File: src/rtl/regdest_pkg.sv
// regdest_pkg: shared select codes, FSM states and default
// register indices for the register-write destination unit.
package regdest_pkg;

  localparam logic [2:0] SEL_RT = 3'd0;
  localparam logic [2:0] SEL_RS = 3'd1;
  localparam logic [2:0] SEL_SP = 3'd2;
  localparam logic [2:0] SEL_RA = 3'd3;
  localparam logic [2:0] SEL_RD = 3'd4;

  localparam int DEF_SP_REG = 29;
  localparam int DEF_RA_REG = 31;

  typedef enum logic [1:0] {
    ST_IDLE = 2'd0,
    ST_WR0  = 2'd1,
    ST_WR1  = 2'd2
  } state_t;

endpackage

File: src/rtl/regdest_decode.sv
// regdest_decode: combinational destination select.
// Reserved select codes resolve to $zero.
module regdest_decode
  import regdest_pkg::*;
#(
  parameter int ADDR_W = 5,
  parameter int SP_REG = DEF_SP_REG,
  parameter int RA_REG = DEF_RA_REG
) (
  input  logic [2:0]        sel,
  input  logic [ADDR_W-1:0] rt,
  input  logic [ADDR_W-1:0] rs,
  input  logic [ADDR_W-1:0] rd,
  output logic [ADDR_W-1:0] addr
);

  always_comb begin
    addr = '0;
    case (sel)
      SEL_RT:  addr = rt;
      SEL_RS:  addr = rs;
      SEL_SP:  addr = ADDR_W'(SP_REG);
      SEL_RA:  addr = ADDR_W'(RA_REG);
      SEL_RD:  addr = rd;
      default: addr = '0;
    endcase
  end

endmodule

File: src/rtl/regdest_seq.sv
// regdest_seq: sequenced register-bank write unit with optional
// $sp second write. Hazard hits enabled by REGDEST_FWD_EN.
module regdest_seq
  import regdest_pkg::*;
#(
  parameter int ADDR_W = 5,
  parameter int DATA_W = 32,
  parameter int SP_REG = DEF_SP_REG,
  parameter int RA_REG = DEF_RA_REG
) (
  input  logic              clk,
  input  logic              reset,
  input  logic [2:0]        sel,
  input  logic [ADDR_W-1:0] rt,
  input  logic [ADDR_W-1:0] rs,
  input  logic [ADDR_W-1:0] rd,
  input  logic              start,
  input  logic              dual,
  input  logic [DATA_W-1:0] data0,
  input  logic [DATA_W-1:0] data1,
  input  logic              hold,
  output logic              reg_we,
  output logic [ADDR_W-1:0] reg_waddr,
  output logic [DATA_W-1:0] reg_wdata,
  output logic              busy,
  output logic              done,
  output logic              hit_a,
  output logic              hit_b,
  input  logic [ADDR_W-1:0] qa,
  input  logic [ADDR_W-1:0] qb
);

  localparam logic [ADDR_W-1:0] SP_A = ADDR_W'(SP_REG);

  state_t            r_state;
  logic [ADDR_W-1:0] r_addr0;
  logic [DATA_W-1:0] r_data0;
  logic [DATA_W-1:0] r_data1;
  logic              r_dual;
  logic [ADDR_W-1:0] w_dec;

  regdest_decode #(
    .ADDR_W(ADDR_W),
    .SP_REG(SP_REG),
    .RA_REG(RA_REG)
  ) u_dec (
    .sel (sel),
    .rt  (rt),
    .rs  (rs),
    .rd  (rd),
    .addr(w_dec)
  );

  always_ff @(posedge clk) begin
    if (reset) begin
      r_state <= ST_IDLE;
      r_addr0 <= '0;
      r_data0 <= '0;
      r_data1 <= '0;
      r_dual  <= 1'b0;
    end else begin
      unique case (r_state)
        ST_IDLE: if (start) begin
          r_state <= ST_WR0;
          r_addr0 <= w_dec;
          r_data0 <= data0;
          r_data1 <= data1;
          r_dual  <= dual;
        end
        ST_WR0: if (!hold)
          r_state <= r_dual ? ST_WR1 : ST_IDLE;
        ST_WR1: if (!hold)
          r_state <= ST_IDLE;
        default: r_state <= ST_IDLE;
      endcase
    end
  end

  // hold is the only live input allowed to gate the write strobe
  always_comb begin
    reg_we    = 1'b0;
    reg_waddr = '0;
    reg_wdata = '0;
    busy      = 1'b0;
    done      = 1'b0;
    unique case (r_state)
      ST_WR0: begin
        busy      = 1'b1;
        reg_waddr = r_addr0;
        reg_wdata = r_data0;
        reg_we    = !hold && (r_addr0 != '0);
        done      = !hold && !r_dual;
      end
      ST_WR1: begin
        busy      = 1'b1;
        reg_waddr = SP_A;
        reg_wdata = r_data1;
        reg_we    = !hold;
        done      = !hold;
      end
      default: ;
    endcase
  end

`ifdef REGDEST_FWD_EN
  logic w_sp_pend;
  assign w_sp_pend = (r_state == ST_WR1) ||
                     (r_state == ST_WR0 && r_dual);

  assign hit_a = busy && (qa != '0) &&
                 ((qa == reg_waddr) ||
                  (w_sp_pend && qa == SP_A));
  assign hit_b = busy && (qb != '0) &&
                 ((qb == reg_waddr) ||
                  (w_sp_pend && qb == SP_A));
`else
  assign hit_a = 1'b0 & (|qa);
  assign hit_b = 1'b0 & (|qb);
`endif

endmodule

File: config.mk
export PLATFORM = sky130hd
export DESIGN_NAME = regdest_seq
export DESIGN_NICKNAME = d
export VERILOG_FILES = /design/src/rtl/regdest_pkg.sv /design/src/rtl/regdest_decode.sv /design/src/rtl/regdest_seq.sv
export SDC_FILE = /design/constraint.sdc
export NUM_CORES = 1
export LEC_CHECK = 0
export CAP_MARGIN = 20
export CORE_MARGIN = 3
export CORE_UTILIZATION = 37
export CTS_CLUSTER_DIAMETER = 40
export DETAILED_ROUTE_END_ITERATION = 7
export GPL_TIMING_DRIVEN = 1
export PLACE_DENSITY_LB_ADDON = 0.3
export REMOVE_ABC_BUFFERS = 1
export SLEW_MARGIN = 20
export SYNTH_ARGS = -nofsm -noshare
export SYNTH_HDL_FRONTEND = slang
export SYNTH_HIERARCHICAL = 1
export SYNTH_SLANG_ARGS = --single-unit
File: constraint.sdc
create_clock -name clk -period 2.2 [get_ports clk]
set_input_delay 0.44 -clock clk [delete_from_list [all_inputs] [get_ports clk]]
set_output_delay 0.44 -clock clk [all_outputs]
set_load 0.005 [all_outputs]
==> key figures, run 1 <==
Logic synthesis
  – Mapped cell area: 0.00334 mm²
  – Count leader, synth: nand2_1
  – Top area cells in the synthesized netlist: dfxtp_1, nand2_1, a21oi_1
  – Top-area cell type share of the netlist area: 43.2%
  – Dominant synthesized flop cell: dfxtp_1
  – Yosys warnings: 6
  – EDFF count, synth: 0
  – Synthesized instance count: 441
  – Syn Area/Cell: around 7.6 µm²
  – Register area share after synthesis: around 43%
  – Async S/R FF share, synth: 0%
  – Cell variety after synth: 28
  – Synth Register Bits: 72
  – Yosys top cell by area: dfxtp_1
  – Post-synth top cells: nand2_1, a21oi_1, dfxtp_1, nor2b_1, a22oi_1

Worst setup path
  – CP Max Fanout: 9
  – Arrival @ worst endpoint: 1.76 ns
  – Startpoint Class: register
  – Setup CP Type: reg -> out
  – Required @ worst endpoint: 1.76 ns
  – Crit path capture type: output pin
  – Reg2reg path depth: 6
  – Reg2Reg Setup Slack: 0.54 ns
  – R2r endpoint: r_state[0]
  – Launch point of the worst reg-to-reg path: r_state[0]

Layout
  – Synth-to-layout area growth: 60.1%
  – Reg area: 0.00145 mm²
  – Fin util: just over 60%
  – Multi-input gate area: 0.00188 mm²
  – Layout Nets: between 600 and 700
  – FILL cells: around 790
  – Final cell count without fillers: 684
  – # diodes: 0
  – Share of cells above drive strength 1: 18.1%

Drt
  – Vias: around 3.4k
  – Drt initial violations: between 100 and 150
  – Vias/cell: approximately 5.0
  – Final routed DRC violation total: 0
  – Drt pass-1 iters: 4
  – Post-DRT Antenna Nets: 0
  – WL per Instance: 14.1 µm
  – WL final: 9.65 mm

Power and ir drop
  – PD cells: 715 mW/mm²
  – Comb power frac: 27.6%
  – Clock share of power: 33.0%
  – Leakage: 2.09 nW
  – Seq pwr share: 39.4%
  – Psw: about 1.1 mW
  – Peak supply drop: 0.369 mV
  – Sw Share: 28.3%
  – Internal power: 2.74 mW

Hold path
  – Min-Delay Startpoint: r_data0[2]
  – Hold crit path type: reg -> reg
  – Hold Path Sink: r_data0[2]
  – Hold depth: 2

STA
  – Max Clock Skew: 0.00710 ns
  – Final setup violating endpoints: 1
  – Setup WS post-layout: -0.00300 ns
  – Tmin final: 2.20 ns
  – Fin. max-slew vios: 0
  – Final Cycle Share: 100%
  – Hold Violations, Final: 0
  – Top achievable clock speed: roughly 450 MHz
  – Unrepaired setup endpoints after global routing: true

Floorplan
  – Die Width: 101 µm
  – # IOs: roughly 140
  – Die area: 0.0102 mm²
  – Core area: 0.00876 mm²
  – Die H: between 100 and 150 µm
  – Starting Density: 38.1%
  – Row count: 34

Run status
  – Failing checks: negative setup slack
  – Outcome: finished with violations

Global routing
  – First-pass GRT wire length: 14.8 mm
  – Largest net degree at the start of global routing: 36
  – GRT Resource Usage Total: 18.0%
  – Congestion Overflow GR: 0
  – Antenna violations before repair: 0
  – Vias in the first global route: 3,200

Clock network
  – CTS buffer count: 9
  – Reg clk slew, reported paths: approximately 0.08 ns
  – # H-tree levels: 3
  – CTS sink cnt: 72
  – CTS tree: yes
  – Clock latency on the worst-skew pair: ~0.34 ns
  – Clk buf depth: 2
  – Root Driver: clkbuf_8
  – Hold buffers post-CTS: 0

Placed design
  – Detailed placement HPWL: 6.22 mm
  – Dpl cells: 648
  – Post-Place Worst Slack: 0.0395 ns
  – # port buffers: 126
  – Placer Congestion: 0.724

Job
  – Max cap viols: 0
==> state kept, by name, summed over array words and instances (netlist names) <==
signal	count
r_data0	32
r_addr0	5
r_dual	1
r_data1	32
r_state	2
==> kinds of logic (layout without fill, tap and decap cells) <==
group,Yosys count,count (layout),share of synthesized area (%)
compound gates,121,121,22.1
fa+ha+maj,4,4,1.50
buf+inv,48,182,6.44
flops,72,72,43.2
mux,1,1,0.300
other cells,1,2,0.112
simple gates,194,194,26.4
==> worst max path at each step <==
| stage | startpoint | end | slack, ns | cells after the start |
|---|---|---|---|---|
| floorplan | r_state[0] | r_addr0[0] | 0.1 | 5 |
| global route | r_state[0] | reg_wdata[4] | -0.08 | 7 |
| finish | r_state[0] | reg_wdata[13] | -0.003 | 7 |
| global placement | r_state[1] | reg_wdata[7] | 0.05 | 6 |
| CTS | r_state[1] | reg_wdata[6] | -0.16 | 5 |
| detailed placement | r_state[1] | reg_wdata[6] | 0.04 | 6 |
==> worst max-delay path: stages, from the launching register on <==
cell and delay, ns:
dfxtp_4 0.39, inv_6 0.05, ha_4 0.18, buf_12 0.14
buf_4 0.14, a22oi_1 0.20, nor2b_2 0.06, dlygate4sd2_1 0.26
==> routing by layer <==
layer / vias to the layer above / global-route usage (%) / wire (µm)
met5: - / 0 / 0
met4: 0 / 5.93 / 62
met3: 6 / 3.94 / 629
met2: 100 / 29.6 / 4820
met1: 1604 / 23.4 / 4140
li1: 1725 / - / -
==> final cells by class <==
| cell class | instances | area share [%] |
|---|---|---|
| multi-input cells | 322 | 35.1 |
| repair buffers | 159 | 30.1 |
| flip-flops and latches | 72 | 27.1 |
| well taps | 108 | 2.53 |
| clock buffers | 9 | 2.32 |
| clock inverters | 7 | 2.22 |
| inverters | 7 | 0.632 |
==> metrics by stage <==
step	power [mW]	instance area (µm²)	hold slack (ns)	TNS [ns]
2_1_floorplan	1.92	3150	0.430	0
3_3_place_gp	2.38	4720	0.441	0
3_5_place_dp	2.40	4720	0.446	0
4_1_cts	3.70	5040	0.457	-0.975
5_1_grt	4.01	5350	0.472	-0.674
6_report	3.82	5350	0.457	-0.00300
==> timing repair <==
action / 4_1_cts / 5_1_grt
setup buffers: 2 / 16
gates cloned: 1 / 1
pin swaps: 1 / 10
endpoints found under the setup margin: 40 / 11
gates resized for setup: 53 / 64
==> power groups by stage <==
stage                     Combinational, mW  Clock (mW)  Sequential [mW]
after detailed placement              0.884           0             1.52
after floorplan                       0.423           0             1.50
final                                  1.06        1.26             1.51
after global placement                0.871           0             1.51
after global routing                   1.15        1.34             1.52
after CTS                             0.922        1.29             1.49
==> layout by cell type, fill, tap and decap left out, types with 3 or more instances in the layout <==
cell type	n
a21oi_1	77
a21oi_2	3
a22oi_1	11
a22oi_2	21
buf_12	6
buf_4	21
buf_6	3
bufinv_16	3
clkbuf_2	5
clkbuf_8	9
clkdlybuf4s15_1	13
clkdlybuf4s50_1	86
dfxtp_1	70
dlygate4sd2_1	14
dlymetal6s2s_1	7
ha_4	3
inv_1	5
nand2_1	141
nand2b_1	3
nand4bb_1	4
nor2b_1	26
nor2b_2	10
o221ai_2	4
(Power assumes the default switching activity.)
==> run 2: changes to the inputs <==
--- a/config.mk
+++ b/config.mk
@@ -6,7 +6,6 @@
 export NUM_CORES = 1
 export LEC_CHECK = 0
 export CAP_MARGIN = 20
-export CORE_MARGIN = 3
 export CORE_UTILIZATION = 37
 export CTS_CLUSTER_DIAMETER = 40
 export DETAILED_ROUTE_END_ITERATION = 7
==> constraint.sdc (replaced) <==
create_clock -name clk -period 2.4 [get_ports clk]
set_input_delay 0.48 -clock clk [delete_from_list [all_inputs] [get_ports clk]]
set_output_delay 0.48 -clock clk [all_outputs]
set_load 0.005 [all_outputs]
==> run 2 against run 1 <==
Compared with the run above:
- the flow now finishes without violations
- clock skew grew 0.0036 ns
- setup slack better by 0.046 ns
- combinational power decreased by 15%
- global-route usage is 1.5 points higher
- power shrank 19%
- critical endpoint is now reg_wdata[27]
- highest routed layer unchanged
==> key figures, run 2 (synthesized netlist as in run 1, its figures left out) <==
Layout
  – Final cell count without fillers: 669
  – Layout Nets: 657
  – Synth-to-layout area growth: 51.8%
  – Commonest non-fill, non-tap cells in the layout: nand2_1, clkdlybuf4s50_1, a21oi_1
  – FILL cells: 802
  – Biggest regs: r_data0 x32, r_data1 x32, r_addr0 x5
  – Share of cells above drive strength 1: 10.5%
  – Most common cell after layout, fill and taps aside: nand2_1
  – # diodes: 0
  – Fin util: 58.1%
  – Post-route cell area: 0.00507 mm²

Global routing
  – Antenna violations before repair: 0
  – Vias in the first global route: 3,365
  – Congestion Overflow GR: 0
  – GRT Resource Usage Total: 19.6%
  – First-pass GRT wire length: 15.1 mm
  – Largest net degree at the start of global routing: 43

Floorplan
  – Die H: 97 µm
  – # IOs: ~140
  – Die area: 0.00941 mm²
  – Core area: between 0.008 and 0.009 mm²
  – Starting Density: a little under two fifths
  – Die Width: 97 µm
  – Row count: 34

Drt
  – WL final: 9.10 mm
  – Final routed DRC violation total: 0
  – Post-DRT Antenna Nets: 0
  – Drt initial violations: approximately 120
  – Drt pass-1 iters: 4
  – Vias: about 3.3k
  – Vias/cell: 4.98
  – WL per Instance: about 14 µm

Worst setup path
  – Required @ worst endpoint: 1.92 ns
  – Startpoint Class: register
  – CP Max Fanout: 17
  – Reg2reg path depth: 6
  – Crit path capture type: output pin
  – Setup CP Type: reg -> out
  – Arrival @ worst endpoint: 1.88 ns

STA
  – Setup WS post-layout: between 0.04 and 0.05 ns
  – Final Cycle Share: 98.2%
  – Fin. max-slew vios: 0
  – Top achievable clock speed: 424 MHz
  – Setup TNS: 0 ns
  – Unrepaired setup endpoints after global routing: true
  – Tmin final: 2.36 ns
  – Hold Violations, Final: 0
  – Final setup violating endpoints: 0
  – Max Clock Skew: 0.0107 ns
  – Hold_ws: 0.456 ns

Hold path
  – Hold depth: 2
  – Hold crit path type: reg -> reg

Power and ir drop
  – Clock share of power: 26.8%
  – Internal power: 2.16 mW
  – Psw: 0.942 mW
  – PD cells: 611 mW/mm²
  – Comb power frac: between 20% and 30%
  – Peak supply drop: about 0.32 mV
  – Seq pwr share: 44.1%
  – Leakage: between 2 and 2.5 nW
  – Sw Share: between 30% and 40%
  – Tot Pwr: 3.10 mW

Clock network
  – # H-tree levels: 3
  – Clk buf depth: 2
  – CTS tree: yes
  – Clock latency on the worst-skew pair: 0.34 ns
  – Reg clk slew, reported paths: 0.07 ns
  – CTS buffer count: 9
  – CTS sink cnt: 72
  – Root Driver: clkbuf_8

Placed design
  – Post-Place Worst Slack: slightly below 0.2 ns
  – # port buffers: 126
  – Dpl cells: between 600 and 700
  – Placer Congestion: 0.749
  – DP Area: 0.00467 mm²
  – Detailed placement HPWL: 6.06 mm

Job
  – Max cap viols: 0

Run status
  – Outcome: complete, no violations
[run 2: worst paths after layout]
check | startpoint | end | slack, ns
hold reg to reg | r_data0[12] | r_data0[12] | 0.46
setup / recovery | r_state[1] | reg_wdata[27] | 0.04
hold / removal | r_data0[12] | r_data0[12] | 0.46
setup reg to reg | r_state[0] | r_state[0] | 0.77
[run 2: power groups by stage]
| stage | Sequential, mW | Combinational, mW | Clock (mW) |
|---|---|---|---|
| global route | 1.38 | 0.985 | 0.912 |
| global placement | 1.38 | 0.769 | 0 |
| CTS | 1.37 | 0.858 | 0.854 |
| detailed placement | 1.39 | 0.785 | 0 |
| finish | 1.37 | 0.900 | 0.831 |
| floorplan | 1.38 | 0.387 | 0 |
[run 2: final cells by class]
class | instances | area (µm²) | share of cell area [%]
Clock buffer | 9 | 124 | 2.44
Clock inverter | 7 | 46.3 | 0.913
Inverter | 7 | 31.3 | 0.617
Multi-Input combinational cell | 322 | 1750 | 34.6
Sequential cell | 72 | 1450 | 28.6
Tap cell | 108 | 135 | 2.67
Timing Repair Buffer | 144 | 1530 | 30.2
[run 2: what timing repair did]
item | CTS | global route
hold buffers | 0 | 0
gates resized for setup | 31 | 31
cloned | 1 | 1
pin swaps | 1 | 1
buffers inserted | 0 | 3
endpoints found under the setup margin | 39 | 27
[run 2: worst max-delay path, stage by stage (launching register included)]
cell	delay, ns
dfxtp_4	0.37
inv_4	0.06
ha_4	0.29
buf_12	0.14
nor2b_2	0.16
clkdlybuf4s50_1	0.51
[run 2: routing by layer]
layer  part of all wire, %  wire (µm)  GRT usage (%)  up-vias
met4                   1.5        135           7.81        0
li1                      -          -              -     1694
met2                    50       4510           34.4       95
met1                    44       3970           22.8     1532
met5                     0          0              0        -
met3                   5.3        482           4.48       10
